--- src/rtl/uart_tx_serializer.sv ---
// UART transmit serializer: frames a parallel word as start, LSB-first data,
// optional parity and 1-2 stop bits, one bit per OVERSAMPLE baud tick enables.
module uart_tx_serializer #(
  parameter int DATA_BITS   = 8,
  parameter int PARITY_MODE = 0,
  parameter int STOP_BITS   = 1,
  parameter int OVERSAMPLE  = 16
) (
  input  logic                 clk,
  input  logic                 reset,
  input  logic                 load,
  input  logic [DATA_BITS-1:0] data_in,
  input  logic                 baud_clk_16,
  output logic                 data_out,
  output logic                 busy,
  output logic                 done
);

  localparam int TICK_W = (OVERSAMPLE > 1) ? $clog2(OVERSAMPLE) : 1;
  localparam int BIT_W  = $clog2(DATA_BITS);
  localparam logic [TICK_W-1:0] TICK_LAST = TICK_W'(OVERSAMPLE - 1);
  localparam logic [BIT_W-1:0]  BIT_LAST  = BIT_W'(DATA_BITS - 1);
  localparam logic              STOP_LAST = 1'(STOP_BITS - 1);

  if (DATA_BITS < 5 || DATA_BITS > 9 || PARITY_MODE < 0 || PARITY_MODE > 2 ||
      STOP_BITS < 1 || STOP_BITS > 2 || OVERSAMPLE < 2 || OVERSAMPLE > 64) begin : g_param_err
    $error("uart_tx_serializer: illegal parameter combination");
  end

  typedef enum logic [2:0] {
    S_IDLE,
    S_START,
    S_DATA,
    S_PARITY,
    S_STOP
  } state_t;

  state_t                 r_state;
  state_t                 w_next;
  logic [TICK_W-1:0]      r_tick_cnt;
  logic [BIT_W-1:0]       r_bit_cnt;
  logic                   r_stop_cnt;
  logic [DATA_BITS-1:0]   r_shift;
  logic                   r_parity;
  logic                   r_done;
  logic                   w_bit_end;
  logic                   w_accept;
  logic                   w_frame_end;

  function automatic logic parity_of(input logic [DATA_BITS-1:0] d);
    return (PARITY_MODE == 2) ? ~^d : ^d;
  endfunction

  assign w_bit_end = baud_clk_16 && (r_tick_cnt == TICK_LAST);
  assign busy      = (r_state != S_IDLE);
  assign done      = r_done;

  always_ff @(posedge clk or negedge reset) begin
    if (!reset) r_state <= S_IDLE;
    else        r_state <= w_next;
  end

  // Line level is decoded from state so an async reset returns it to mark at once.
  always_comb begin
    w_next      = r_state;
    w_accept    = 1'b0;
    w_frame_end = 1'b0;
    data_out    = 1'b1;
    case (r_state)
      S_IDLE: begin
        if (load) begin
          w_accept = 1'b1;
          w_next   = S_START;
        end
      end
      S_START: begin
        data_out = 1'b0;
        if (w_bit_end) w_next = S_DATA;
      end
      S_DATA: begin
        data_out = r_shift[0];
        if (w_bit_end && r_bit_cnt == BIT_LAST)
          w_next = (PARITY_MODE != 0) ? S_PARITY : S_STOP;
      end
      S_PARITY: begin
        data_out = r_parity;
        if (w_bit_end) w_next = S_STOP;
      end
      S_STOP: begin
        if (w_bit_end && r_stop_cnt == STOP_LAST) begin
          w_next      = S_IDLE;
          w_frame_end = 1'b1;
        end
      end
      default: w_next = S_IDLE;
    endcase
  end

  always_ff @(posedge clk or negedge reset) begin
    if (!reset) begin
      r_tick_cnt <= '0;
      r_bit_cnt  <= '0;
      r_stop_cnt <= 1'b0;
      r_done     <= 1'b0;
    end else begin
      r_done <= w_frame_end;
      if (w_accept) begin
        r_tick_cnt <= '0;
        r_bit_cnt  <= '0;
        r_stop_cnt <= 1'b0;
      end else if (baud_clk_16 && r_state != S_IDLE) begin
        r_tick_cnt <= w_bit_end ? '0 : r_tick_cnt + TICK_W'(1);
        if (w_bit_end && r_state == S_DATA) r_bit_cnt  <= r_bit_cnt + BIT_W'(1);
        if (w_bit_end && r_state == S_STOP) r_stop_cnt <= r_stop_cnt + 1'b1;
      end
    end
  end

  // Payload registers carry no reset; they are always reloaded on accept.
  always_ff @(posedge clk) begin
    if (w_accept) begin
      r_shift  <= data_in;
      r_parity <= parity_of(data_in);
    end else if (r_state == S_DATA && w_bit_end) begin
      r_shift <= r_shift >> 1;
    end
  end

endmodule
--- config.mk ---
export PLATFORM = sky130hd
export DESIGN_NAME = uart_tx_serializer
export DESIGN_NICKNAME = d
export VERILOG_FILES = /design/src/rtl/uart_tx_serializer.sv
export SDC_FILE = /design/constraint.sdc
export NUM_CORES = 1
export LEC_CHECK = 0
export ABC_AREA = 1
export ABC_CLOCK_PERIOD_IN_PS = 2060
export CAP_MARGIN = 40
export CORE_UTILIZATION = 25
export CTS_CLUSTER_DIAMETER = 80
export DETAILED_ROUTE_END_ITERATION = 16
export GPL_TIMING_DRIVEN = 0
export SYNTH_ARGS = -nofsm -noshare
export SYNTH_HDL_FRONTEND = slang
export SYNTH_SLANG_ARGS = --single-unit
--- constraint.sdc ---
create_clock -name clk -period 2.06 [get_ports clk]
set_input_delay 0.206 -clock clk [delete_from_list [all_inputs] [get_ports clk]]
set_output_delay 0.206 -clock clk [all_outputs]
set_load 0.05 [all_outputs]
==> results.txt <==
status: complete, no violations
First-pass DRT Iterations: 4
Ys Warns: 0
vias in the first global route: 866
Switch Pwr: 700.8 µW
IO Pins: 15
Max Cap Violations: 0
CP endpoint kind: output port
power share of the clock group: 17.0%
mapped cell area: 1134 µm²
critical path class: reg2out
nets: 158
switch share: 42.32%
DRT Wirelength: 1974 µm
initial core utilization: 26.03%
first-pass GRT wire length: 3684 µm
RSZ-0062 raised after global routing: no
antenna violations before repair: 0
synthesized netlist cell count: 124
post-CTS setup repair buffer count: 0
most frequent cells in the layout: 50 x nand2_1, 13 x clkdlybuf4s50_1, 12 x dfrtp_1
die footprint: 4807 µm²
# DRC: 0
Filler cells: 457
global routing usage on met1: 11.53%
hold_buf cts: 0
Port Buf Inserts: 14
hpwl dp: 1492 µm
htree depth: 1
arrival time at the worst endpoint: 1.69 ns
final hold slack: 0.3024 ns
worst min-delay path class: in2async
TritonCTS clock tree: yes
share of layout cells above drive strength 1: 13.38%
clk buf depth: 2
synth unique cells: 23
clk sink count: 21
sequential fraction of design power: 39.2%
Slew HR: 61.51%
Site Rows: 24
fin. max-slew vios: 0
chip width: 69.34 µm
area of the multi-input gates: 515.5 µm²
fin crit share: 91.82%
met3 usage: 3.488%
fmax: 528.7 MHz
average wire per standard cell: 10.18 µm
total gr overflow: 0
PD cells: 1201 nW/µm²
register area: 570.5 µm²
CORE AREA: 4354 µm²
GP Congestion: 0.7776
final hold violations: 0
actual slew at the worst max-slew pin: 0.5756 ns
Total GRT Usage: 9.628%
post-CTS sizing: 1
syn_nets: 139
combinational share of power: 43.8%
Synth Area per Inst: 9.142 µm²
Crit Path Max Fanout: 5
Yosys reg bits: 21
grt met2 use: 15.86%
CP startpoint kind: flip-flop
clk slew on worst S/H paths: 0.08 ns
via count: 831
Root Buffer: clkbuf_8
Int Power: 955.4 µW
worst path required time: 1.85 ns
Area growth, synth to finish: 21.63%
register area share after synthesis: 50.33%
DR iter-0 viols: 17
maximum vdd drop: 0.4603 mV
Antenna diodes: 0
Skew-Pair Late Insertion Delay: 0.26 ns
setup tns final: 0 ns
Vias per Instance: 4.284
clock skew: 0.002963 ns
final setup vio count: 0
Die Y: 69.34 µm
Num CTS Buffers: 3
maximum number of pins on one net before global-route repair: 13
most common cell after layout, fill and taps aside: nand2_1
fin crit period: 1.891 ns
Leak: 0.6446 nW
GR peak layer: met2
Antenna Nets Post-Route: 0
-- logic make-up after synthesis --
kind of cell | count (synthesis) | share of synthesized area, %
buf+inv | 10 | 4.195
fa+ha+maj | 3 | 3.312
compound gates | 9 | 3.973
flops | 21 | 50.33
simple gates | 71 | 30.46
xor+xnor | 10 | 7.727
-- power by group through the flow --
stage	Combinational, mW	Clock [mW]	Sequential (mW)
detailed placement	0.756	0	0.658
global route	0.828	0.310	0.663
global placement	0.742	0	0.654
CTS	0.742	0.288	0.651
finish	0.725	0.281	0.650
floorplan	0.579	0	0.640
-- critical path, stage by stage (launching register included) --
cell and delay (ns):
dfrtp_1 0.44, nor2_2 0.07, nand2_4 0.10, clkdlybuf4s50_1 0.81
-- layout make-up --
type                       count  share of cell area (%)
timing repair buffer          14                   9.800
clock buffer                   4                   3.267
multi-input combinational     93                   37.39
inverter                       9                   2.632
buffer                         1                  0.8167
sequential                    21                   41.38
tap                           52                   4.719
-- through the flow --
step | std cells | worst slack, ns | power, mW | util, % | cell area (µm²)
5_1_grt | 194 | 0.1081 | 1.800 | 31.67 | 1379
4_1_cts | 194 | 0.01042 | 1.680 | 31.75 | 1383
6_report | 194 | 0.1686 | 1.656 | 31.67 | 1379
3_3_place_gp | 190 | 0.05298 | 1.397 | 30.75 | 1339
2_1_floorplan | 124 | 0.1667 | 1.219 | - | 1134
3_5_place_dp | 190 | 0.02784 | 1.414 | 30.75 | 1339
-- flip-flops by register name (all words and copies together) (netlist names) --
name,count
r_bit_cnt,3
done,1
r_stop_cnt,1
r_tick_cnt,4
r_shift,8
r_state,3
r_parity,1
-- path summary, 6_finish.rpt --
kind | end | slack, ns | startpoint | depth (start not counted)
max reg2reg | r_shift[0]$_DFFE_PP_ | 0.54 | r_tick_cnt[0]$_DFFE_PN0P_ | 5
min reg2reg | r_bit_cnt[1]$_DFFE_PN0P_ | 0.49 | r_bit_cnt[1]$_DFFE_PN0P_ | 2
min in group clk | r_bit_cnt[1]$_DFFE_PN0P_ | 0.49 | r_bit_cnt[1]$_DFFE_PN0P_ | 2
max | busy | 0.17 | r_state[0]$_DFFE_PN0P_ | 3
min | r_bit_cnt[2]$_DFFE_PN0P_ | 0.30 | reset | 1
max in group asynchronous | r_tick_cnt[2]$_DFFE_PN0P_ | 1.38 | reset | 1
-- cell usage after synthesis --
library cell	number	area, µm²
nor2_4	1	11.26
nor2_8	2	40.04
inv_1	6	22.52
a21oi_1	2	10.01
xnor2_1	7	61.31
nor2_2	3	18.77
inv_2	2	7.510
o21ai_0	3	15.01
nand2_2	3	18.77
ha_1	3	37.54
nand3_2	1	10.01
nand2_1	50	187.7
edfxtp_1	9	270.3
inv_4	1	6.260
nand3_1	5	25.02
o21ai_1	4	20.02
nand2_4	1	11.26
dfrtp_1	12	300.3
nand4_1	1	6.260
nor2_1	3	11.26
buf_6	1	11.26
xor2_1	3	26.28
nor3_1	1	5.000
-- per-layer routing --
metal	vias up	wire length, µm
li1	431	-
met1	380	994
met2	15	873
met3	5	81
met4	0	23
met5	-	0
(Power assumes the default switching activity.)
